===== src/rtl/pipe_ctrl_pkg.sv =====
// Shared definitions for the pipeline freeze/flush sequencer: FSM state encoding
// and register-index width.
package pipe_ctrl_pkg;

    localparam int REG_IDX_W = 4;

    typedef enum logic [1:0] {
        ST_RUN  = 2'd0,
        ST_WAIT = 2'd1,
        ST_ERR  = 2'd2
    } state_t;

endpackage


===== src/rtl/pipeline_ctrl_hazard_unit.sv =====
// Combinational RAW-hazard detector for the ID stage. With forwarding active
// only a load still in EXE forces a stall; without it, any pending writer does.
module hazard_unit
    import pipe_ctrl_pkg::*;
(
    input  logic [REG_IDX_W-1:0] id_src1,
    input  logic [REG_IDX_W-1:0] id_src2,
    input  logic                 id_two_src,
    input  logic                 id_valid,
    input  logic                 fwd_en,
    input  logic [REG_IDX_W-1:0] exe_dest,
    input  logic                 exe_wb_en,
    input  logic                 exe_mem_r_en,
    input  logic [REG_IDX_W-1:0] mem_dest,
    input  logic                 mem_wb_en,
    output logic                 raw
);

    logic exe_hit;
    logic mem_hit;
    logic exe_live;
    logic mem_live;

    assign exe_live = fwd_en ? (exe_wb_en & exe_mem_r_en) : exe_wb_en;
    assign mem_live = ~fwd_en & mem_wb_en;

    assign exe_hit = exe_live & ((id_valid & (id_src1 == exe_dest)) |
                                 (id_two_src & (id_src2 == exe_dest)));
    assign mem_hit = mem_live & ((id_valid & (id_src1 == mem_dest)) |
                                 (id_two_src & (id_src2 == mem_dest)));

    assign raw = exe_hit | mem_hit;

endmodule


===== src/rtl/pipeline_ctrl.sv =====
// Freeze/flush sequencer for the IF/ID/EXE/MEM stage registers and the data-memory
// request handshake. Optional PIPE_PERF_CNT_EN adds saturating stall/flush counters.
module pipeline_ctrl
    import pipe_ctrl_pkg::*;
#(
    parameter int TIMEOUT_CYCLES = 255,
    parameter int CNT_W          = 32
) (
    input  logic                 clk,
    input  logic                 rst,
    input  logic [REG_IDX_W-1:0] id_src1,
    input  logic [REG_IDX_W-1:0] id_src2,
    input  logic                 id_two_src,
    input  logic                 id_valid,
    input  logic                 fwd_en,
    input  logic [REG_IDX_W-1:0] exe_dest,
    input  logic                 exe_wb_en,
    input  logic                 exe_mem_r_en,
    input  logic [REG_IDX_W-1:0] mem_dest,
    input  logic                 mem_wb_en,
    input  logic                 branch_taken,
    input  logic                 mem_r_en,
    input  logic                 mem_w_en,
    input  logic                 mem_ready,
    output logic                 pc_freeze,
    output logic                 if_freeze,
    output logic                 id_freeze,
    output logic                 exe_freeze,
    output logic                 mem_freeze,
    output logic                 if_flush,
    output logic                 id_flush,
    output logic                 mem_req,
    output logic                 mem_timeout
`ifdef PIPE_PERF_CNT_EN
    ,
    output logic [CNT_W-1:0]     stall_cnt,
    output logic [CNT_W-1:0]     flush_cnt
`endif
);

    localparam int WCNT_W = $clog2(TIMEOUT_CYCLES + 1) + 1;

    state_t              state, state_nxt;
    logic [WCNT_W-1:0]   wait_cnt, wait_cnt_nxt;
    logic                raw, mem_op, raw_stall;
    logic                pc_frz_c, if_frz_c, back_frz_c, if_fl_c, id_fl_c, req_c, tmo_c;

    hazard_unit u_hazard (
        .id_src1      (id_src1),
        .id_src2      (id_src2),
        .id_two_src   (id_two_src),
        .id_valid     (id_valid),
        .fwd_en       (fwd_en),
        .exe_dest     (exe_dest),
        .exe_wb_en    (exe_wb_en),
        .exe_mem_r_en (exe_mem_r_en),
        .mem_dest     (mem_dest),
        .mem_wb_en    (mem_wb_en),
        .raw          (raw)
    );

    assign mem_op    = mem_r_en | mem_w_en;
    // A taken branch squashes the younger instruction, so its hazard is moot.
    assign raw_stall = raw & ~branch_taken;

    always_ff @(posedge clk or negedge rst) begin
        if (!rst) begin
            state    <= ST_RUN;
            wait_cnt <= '0;
        end else begin
            state    <= state_nxt;
            wait_cnt <= wait_cnt_nxt;
        end
    end

    always_comb begin
        state_nxt    = state;
        wait_cnt_nxt = wait_cnt;
        pc_frz_c     = 1'b0;
        if_frz_c     = 1'b0;
        back_frz_c   = 1'b0;
        if_fl_c      = 1'b0;
        id_fl_c      = 1'b0;
        req_c        = 1'b0;
        tmo_c        = 1'b0;
        case (state)
            ST_RUN: begin
                req_c = mem_op;
                if (mem_op && !mem_ready) begin
                    pc_frz_c     = 1'b1;
                    if_frz_c     = 1'b1;
                    back_frz_c   = 1'b1;
                    state_nxt    = ST_WAIT;
                    wait_cnt_nxt = WCNT_W'(1);
                end else begin
                    pc_frz_c = raw_stall;
                    if_frz_c = raw_stall;
                    if_fl_c  = branch_taken;
                    id_fl_c  = branch_taken | raw_stall;
                end
            end
            ST_WAIT: begin
                req_c        = 1'b1;
                wait_cnt_nxt = wait_cnt + WCNT_W'(1);
                if (mem_ready) begin
                    pc_frz_c  = raw_stall;
                    if_frz_c  = raw_stall;
                    if_fl_c   = branch_taken;
                    id_fl_c   = branch_taken | raw_stall;
                    state_nxt = ST_RUN;
                end else begin
                    pc_frz_c   = 1'b1;
                    if_frz_c   = 1'b1;
                    back_frz_c = 1'b1;
                    if (wait_cnt == WCNT_W'(TIMEOUT_CYCLES)) begin
                        state_nxt = ST_ERR;
                    end
                end
            end
            ST_ERR: begin
                pc_frz_c   = 1'b1;
                if_frz_c   = 1'b1;
                back_frz_c = 1'b1;
                tmo_c      = 1'b1;
            end
            default: state_nxt = ST_RUN;
        endcase
    end

    // Outputs are forced low for as long as reset is held, not just after an edge.
    assign pc_freeze   = rst & pc_frz_c;
    assign if_freeze   = rst & if_frz_c;
    assign id_freeze   = rst & back_frz_c;
    assign exe_freeze  = rst & back_frz_c;
    assign mem_freeze  = rst & back_frz_c;
    assign if_flush    = rst & if_fl_c;
    assign id_flush    = rst & id_fl_c;
    assign mem_req     = rst & req_c;
    assign mem_timeout = rst & tmo_c;

`ifdef PIPE_PERF_CNT_EN
    always_ff @(posedge clk or negedge rst) begin
        if (!rst) begin
            stall_cnt <= '0;
            flush_cnt <= '0;
        end else begin
            if (pc_freeze && (stall_cnt != '1)) stall_cnt <= stall_cnt + CNT_W'(1);
            if (if_flush && (flush_cnt != '1))  flush_cnt <= flush_cnt + CNT_W'(1);
        end
    end
`endif

endmodule


===== config.mk =====
export PLATFORM = sky130hd
export DESIGN_NAME = pipeline_ctrl
export DESIGN_NICKNAME = d
export VERILOG_FILES = /design/src/rtl/pipe_ctrl_pkg.sv /design/src/rtl/pipeline_ctrl_hazard_unit.sv /design/src/rtl/pipeline_ctrl.sv
export SDC_FILE = /design/constraint.sdc
export NUM_CORES = 1
export LEC_CHECK = 0
export CAP_MARGIN = 25
export CORE_UTILIZATION = 40
export CTS_CLUSTER_DIAMETER = 120
export DETAILED_ROUTE_END_ITERATION = 16
export PLACE_DENSITY = 0.74
export REMOVE_ABC_BUFFERS = 1
export SETUP_SLACK_MARGIN = 0.2
export SYNTH_ARGS = -nofsm -noshare
export SYNTH_HDL_FRONTEND = slang
export SYNTH_HIERARCHICAL = 1
export SYNTH_SLANG_ARGS = --single-unit

===== constraint.sdc =====
create_clock -name clk -period 1.9 [get_ports clk]
set_input_delay 0.38 -clock clk [delete_from_list [all_inputs] [get_ports clk]]
set_output_delay 0.38 -clock clk [all_outputs]
set_load 0.05 [all_outputs]

Word-level counts from Yosys, hierarchy flattened
Cells that the tools add are included.
{"block": "totals", "register_bits": 11, "input_bits": 28, "out_inout_bits": 9, "word_cells": 62}
{"block": "classes", "n_addsub": 1, "n_eq_ne": 9, "muxes": 21, "bitwise": 23, "n_reduce_logical": 6}
{"cell": "$pmux 9 s2", "count": 1}
{"cell": "$eq 4x4->1", "count": 4}
{"cell": "$and 1x1->1", "count": 15}
{"cell": "$mux 1", "count": 10}
{"cell": "$add 9x1->9 const B", "count": 1}
{"cell": "$eq 9x8->1 const B", "count": 1}
{"cell": "$mux 9", "count": 1}
{"cell": "$mux 2", "count": 3}
{"cell": "$pmux 1 s2", "count": 3}
{"cell": "$pmux 1 s3", "count": 2}
{"cell": "$pmux 2 s3", "count": 1}
{"cell": "$or 1x1->1", "count": 5}
{"cell": "$ne 3x3->1 const B", "count": 1}
{"cell": "$not 1->1", "count": 3}
{"cell": "$reduce_and 3->1", "count": 1}
{"cell": "$eq 2x1->1 const B", "count": 1}
{"cell": "$eq 2x2->1 const B", "count": 1}
{"cell": "$logic_not 2->1", "count": 1}
{"cell": "$ne 2x2->1 const B", "count": 1}
{"cell": "$reduce_and 2->1", "count": 1}
{"cell": "$reduce_bool 2->1", "count": 1}
{"cell": "$logic_and 1x1->1", "count": 1}
{"cell": "$logic_not 1->1", "count": 1}

Depth between registers and ports, before layout
{"block": "depth", "ltp_word": 10, "mapped_depth": 8, "mapped_depth_nobuf": 7}

By module
The synthesis kept the hierarchy.
{"module": "pipeline_ctrl", "n_inst": 1, "cells_per_inst": 72, "area_each_um2": 664.4, "seq_area_each_um2": 275.3}
{"module": "hazard_unit", "n_inst": 1, "cells_per_inst": 28, "area_each_um2": 212.7, "seq_area_each_um2": 0.0}

Least setup slack after synthesis
Ideal clock, no wire load.
{"block": "synth_path", "path_kind": "input to output", "start": "input port exe_dest[2]", "end": "output port id_flush", "t_arrival_ns": 2.606, "required_ns": 1.520, "path_slack_ns": -1.086, "path_stages": 6, "n_path_buf": 0, "cell_sequence": "xor2_1 -> nor4_2 -> a31oi_1 -> nand3_1 -> nor2_1 -> nor4b_1"}
{"block": "synth_via", "elab_chain_len": 10, "elab_cells_between_ends": 13}
{"element": "start, declared", "line_no": "pipeline_ctrl.sv:16", "rtl": "input logic [REG_IDX_W-1:0] exe_dest,"}
{"element": "$eq 4x4->1 (on tied branches)", "line_no": "pipeline_ctrl_hazard_unit.sv:27, pipeline_ctrl_hazard_unit.sv:28"}
{"element": "$and 1x1->1 (on tied branches)", "line_no": "pipeline_ctrl_hazard_unit.sv:27, pipeline_ctrl_hazard_unit.sv:28"}
{"element": "$or 1x1->1 (*)", "line_no": "pipeline_ctrl_hazard_unit.sv:27", "rtl": "assign exe_hit = exe_live & ((id_valid & (id_src1 == exe_dest)) |"}
{"element": "$and 1x1->1 (*)", "line_no": "pipeline_ctrl_hazard_unit.sv:27"}
{"element": "$or 1x1->1 (*)", "line_no": "pipeline_ctrl_hazard_unit.sv:32", "rtl": "assign raw = exe_hit | mem_hit;"}
{"element": "named net raw", "line_no": "pipeline_ctrl.sv:45", "rtl": "logic raw, mem_op, raw_stall;"}
{"element": "$and 1x1->1 (*)", "line_no": "pipeline_ctrl.sv:64", "rtl": "assign raw_stall = raw & ~branch_taken;"}
{"element": "$or 1x1->1 (*)", "line_no": "pipeline_ctrl.sv:99, pipeline_ctrl.sv:109"}
{"element": "$mux 1 (on tied branches)", "line_no": "pipeline_ctrl.sv:105, pipeline_ctrl.sv:89"}
{"element": "$pmux 1 s2 (*)", "line_no": "pipeline_ctrl.sv:86", "rtl": "case (state)"}
{"element": "$and 1x1->1 (*)", "line_no": "pipeline_ctrl.sv:137", "rtl": "assign id_flush = rst & id_fl_c;"}
{"element": "end, declared", "line_no": "pipeline_ctrl.sv:31", "rtl": "output logic id_flush,"}
Mark *: on every way through the listed nets, which the timed path passes. The rest lies on a longest branch.

Worst setup path after layout
{"block": "layout_path", "start": "input port id_src1[2]", "end": "output port pc_freeze"}
{"block": "layout_via", "elab_chain_len": 9, "elab_cells_between_ends": 14}
{"element": "start, declared", "line_no": "pipeline_ctrl.sv:11", "rtl": "input logic [REG_IDX_W-1:0] id_src1,"}
{"element": "$eq 4x4->1 (on tied branches)", "line_no": "pipeline_ctrl_hazard_unit.sv:27, pipeline_ctrl_hazard_unit.sv:29"}
{"element": "$and 1x1->1 (on tied branches)", "line_no": "pipeline_ctrl_hazard_unit.sv:27, pipeline_ctrl_hazard_unit.sv:29"}
{"element": "$or 1x1->1 (on tied branches)", "line_no": "pipeline_ctrl_hazard_unit.sv:27, pipeline_ctrl_hazard_unit.sv:29"}
{"element": "$and 1x1->1 (on tied branches)", "line_no": "pipeline_ctrl_hazard_unit.sv:27, pipeline_ctrl_hazard_unit.sv:29"}
{"element": "$or 1x1->1 (*)", "line_no": "pipeline_ctrl_hazard_unit.sv:32"}
{"element": "named net raw", "line_no": "pipeline_ctrl.sv:45"}
{"element": "$and 1x1->1 (*)", "line_no": "pipeline_ctrl.sv:64"}
{"element": "$mux 1 (on tied branches)", "line_no": "pipeline_ctrl.sv:105, pipeline_ctrl.sv:89"}
{"element": "$pmux 1 s3 (*)", "line_no": "pipeline_ctrl.sv:86"}
{"element": "$and 1x1->1 (*)", "line_no": "pipeline_ctrl.sv:131", "rtl": "assign pc_freeze = rst & pc_frz_c;"}
{"element": "end, declared", "line_no": "pipeline_ctrl.sv:25", "rtl": "output logic pc_freeze,"}
Marks and branches as above.

==> metrics.txt <==
type of element capturing the critical path=output pin; worst setup margin=-0.270 ns; run status=finished with violations; total global routing overflow=0; count of antenna diodes in the layout=0; height of the die=roughly 50 um; kind of critical path=in2out; pin slew with the least headroom to its limit=around 0.35 ns; Clock Path Buffers=2; cell area after synthesis=approximately 880 um2; count of H-tree levels built during CTS=1; placed wire-length estimate after detailed placement=1950 um; largest net degree at the start of global routing=14; placeable core region=0.00200 mm2; share of the clock period used by the worst path=114%; global-route usage over all layers=a little under a quarter; remaining routing DRC violations=0; proportion of power drawn by the clock network=about a fifth; leading cell types by count after synthesis=13 x sky130_fd_sc_hd__xor2_1, 11 x sky130_fd_sc_hd__dfrtp_1, 8 x sky130_fd_sc_hd__nand2_1, 8 x sky130_fd_sc_hd__nor2_1, 7 x sky130_fd_sc_hd__nand3_1; maximum fanout along the worst path=2; fraction of power spent switching nets=39.8%; share of synthesized area occupied by flip-flops and latches=between 30% and 40%; data required time at the worst endpoint=1.52 ns; area growth from synthesis to layout=95.7%; final RePlAce weighted congestion=0.862; proportion of register bits with asynchronous set or reset after synthesis=100%; vias per cell=5.88; number of warnings printed during yosys synthesis=6; parity-gate share of the synthesized area counting xor and xnor cells=approximately a fifth; Final Setup Violations=4; unrepaired setup endpoints after global routing=true; clock insertion delay at the later pin of the skew report=0.29 ns; top-count cell post-synth=sky130_fd_sc_hd__xor2_1; number of rows in the core area=16; Sequential Power Share=34.0%; Max-slew headroom=76.7%; Clock Sink Count=11; internal power=~0.00058 W; top flip-flop cell by instance count after synthesis=sky130_fd_sc_hd__dfrtp_1; clock tree from TritonCTS=yes; largest family of logic cells by synthesized area=simple AND/OR/NAND/NOR gates; adder-cell area share of the yosys netlist=under 10%; mux cell area share after synthesis=0%; number of instances in the synthesized netlist=100; Place WS=-0.667 ns; wire length of the first global-routing pass=a little over 4000 um; antenna violations before repair=0; portion of total power attributed to combinational logic=47.3%; via count of the first global-routing pass=~960; kind of cell adding the most delay to the critical path=compound AO/OA/AOI/OAI gates; Peak VDD IR=roughly 0.00042 V; reported net switching power=~0.00038 W; Post-Route Setup TNS=-0.917 ns; endpoint arrival time on the critical path=1.79 ns; Initial DRT Pass Iterations=4; mean cell area of the mapped netlist=about 9 um2; worst path buffer plus inverter count=2; Net count, final=between 150 and 200; critical path cell sequence=buf_4, xor2_2, nor4_4, a31oi_1, nand3_2, nor2b_4, o311a_4, buf_12; area enclosed by the die boundary=0.00238 mm2; initial cell density of the core=43.8%; biggest area consumer among synthesized cells=sky130_fd_sc_hd__dfrtp_1; CTS Root Buffer Type=sky130_fd_sc_hd__clkbuf_4; total via count after detailed routing=1,059; reported max-cap violation count=0; power per standard cell area=557 mW/mm2; fin. max-slew vios=0; post-synthesis register bit count=11; complex-gate fraction of the synthesized area=roughly an eighth; final routed wirelength across all metal layers=3440 um; violated checks=negative setup slack; count of unique library cells instantiated by Yosys=33; Fmax achieved=0.461 GHz; fraction of layout cells with a size suffix above 1=between 50 and 60%; Max stage delay on crit path=approximately 0.34 ns; remaining antenna violation count=0; time the worst path needs with I/O delays and setup=~2.2 ns; initial drt markers=65; Worst path slowest cell=sky130_fd_sc_hd__o311a_4; routed len/inst=between 15 and 20 um; ports placed on the boundary=37; CTS buffer count=3; simple-gate portion of the synthesized area=between 20% and 30%; hold crit path type=in2async; total leakage power=0.718 nW; top cells by area in the synthesized netlist=sky130_fd_sc_hd__dfrtp_1 31%, sky130_fd_sc_hd__xor2_1 13%, sky130_fd_sc_hd__xnor2_1 6.0%; Reg clk slew, reported paths=about 0.080 ns; number of hold violations in the final report=0; share of Yosys cell area claimed by the top area cell type=a little under a third; filler cell count in the final layout=slightly above 90; number of buffers inserted by port buffering=36; Die X-Extent=a little under 50 um; EDFF count, synth=0; Clock Skews=roughly 0.0025 ns; hold buffer count at cts=0; Critical Path Source Type=input pin
## registers in the layout (all words and copies together), names as in the netlist
register  count
state         2
wait_cnt      9
## per-stage QoR
stage / std cells / hold WS, ns / util, % / area [um2] / power [W]
final: 180 / 0.383 / 85.8 / 1720 / 0.000955
after global routing: 180 / 0.412 / 85.8 / 1720 / 0.000995
after CTS: 176 / 0.329 / 73.8 / 1480 / 0.000855
after detailed placement: 172 / 0.475 / 71.5 / 1430 / 0.000685
after global placement: 172 / 0.469 / 71.5 / 1430 / 0.000673
after floorplan: 96 / 0.0844 / - / 850 / 0.000492
## final timing paths
check | start | to | slack [ns] | cells past startpoint
hold / removal | rst | wait_cnt[1]$_DFFE_PN0P_ | 0.38 | 2
hold reg to reg | wait_cnt[8]$_DFFE_PN0P_ | wait_cnt[8]$_DFFE_PN0P_ | 0.55 | 2
max in group asynchronous | rst | state[1]$_DFFE_PN0P_ | 1.36 | 2
min in group clk | wait_cnt[8]$_DFFE_PN0P_ | wait_cnt[8]$_DFFE_PN0P_ | 0.55 | 2
setup / recovery | id_src1[2] | pc_freeze | -0.27 | 8
setup reg to reg | state[1]$_DFFE_PN0P_ | wait_cnt[6]$_DFFE_PN0P_ | 0.19 | 4
## final cells by class
cell class | instances | area (um2) | area share, %
inverter | 2 | 10.0 | 0.583
timing repair buffer | 53 | 549 | 32.0
sequential | 11 | 277 | 16.1
tap | 27 | 33.8 | 1.97
clock buffer | 4 | 26.3 | 1.53
multi-input combinational | 83 | 821 | 47.8
## layout by cell type, fill, tap and decap left out, types with 2 or more instances in the layout
cell type and count:
sky130_fd_sc_hd__nor2_2 2, sky130_fd_sc_hd__clkbuf_2 2, sky130_fd_sc_hd__buf_6 7, sky130_fd_sc_hd__clkdlybuf4s15_1 2, sky130_fd_sc_hd__buf_2 8, sky130_fd_sc_hd__nand3_2 2
sky130_fd_sc_hd__buf_8 3, sky130_fd_sc_hd__nor3_4 2, sky130_fd_sc_hd__clkbuf_4 3, sky130_fd_sc_hd__buf_12 9, sky130_fd_sc_hd__nand2_1 8, sky130_fd_sc_hd__nor2_1 6
sky130_fd_sc_hd__nand3_1 5, sky130_fd_sc_hd__dlygate4sd2_1 4, sky130_fd_sc_hd__nor4_4 2, sky130_fd_sc_hd__or4_4 2, sky130_fd_sc_hd__nor2b_4 3, sky130_fd_sc_hd__buf_4 16
sky130_fd_sc_hd__ha_1 2, sky130_fd_sc_hd__xnor2_1 5, sky130_fd_sc_hd__xor2_2 7, sky130_fd_sc_hd__o21ai_0 3, sky130_fd_sc_hd__or4_1 2, sky130_fd_sc_hd__dfrtp_1 10
sky130_fd_sc_hd__o31ai_1 3, sky130_fd_sc_hd__clkdlybuf4s50_1 2, sky130_fd_sc_hd__xor2_4 2, sky130_fd_sc_hd__xor2_1 4
## per-layer routing
metal	track usage, %	routed length [um]	up-vias
met5	0	0	-
met4	12.7	122	0
met3	4.05	179	13
met2	39.6	1830	57
met1	26.1	1300	532
li1	-	-	457
## cells by family after synthesis
| logic type | count (synthesis) |
|---|---|
| buf+inv | 6 |
| compound gates | 15 |
| flops | 11 |
| fa+ha+maj | 2 |
| xor+xnor | 19 |
| simple gates | 47 |
## power groups by stage
stage	clock [W]	combinational (W)	sequential (W)
detailed placement	0	0.000364	0.000322
global route	0.000190	0.000479	0.000326
global placement	0	0.000356	0.000317
floorplan	0	0.000179	0.000313
CTS	0.000170	0.000368	0.000317
finish	0.000179	0.000452	0.000325
## timing repair
| action | CTS | global route |
|---|---|---|
| resized for setup | 101 | 47 |
| endpoints found under the hold margin | 0 | 0 |
| pin swaps | 21 | 18 |
| endpoints found under the setup margin | 9 | 9 |
| buffers inserted | 0 | 4 |
No activity file was read; power rests on OpenSTA's default activity.
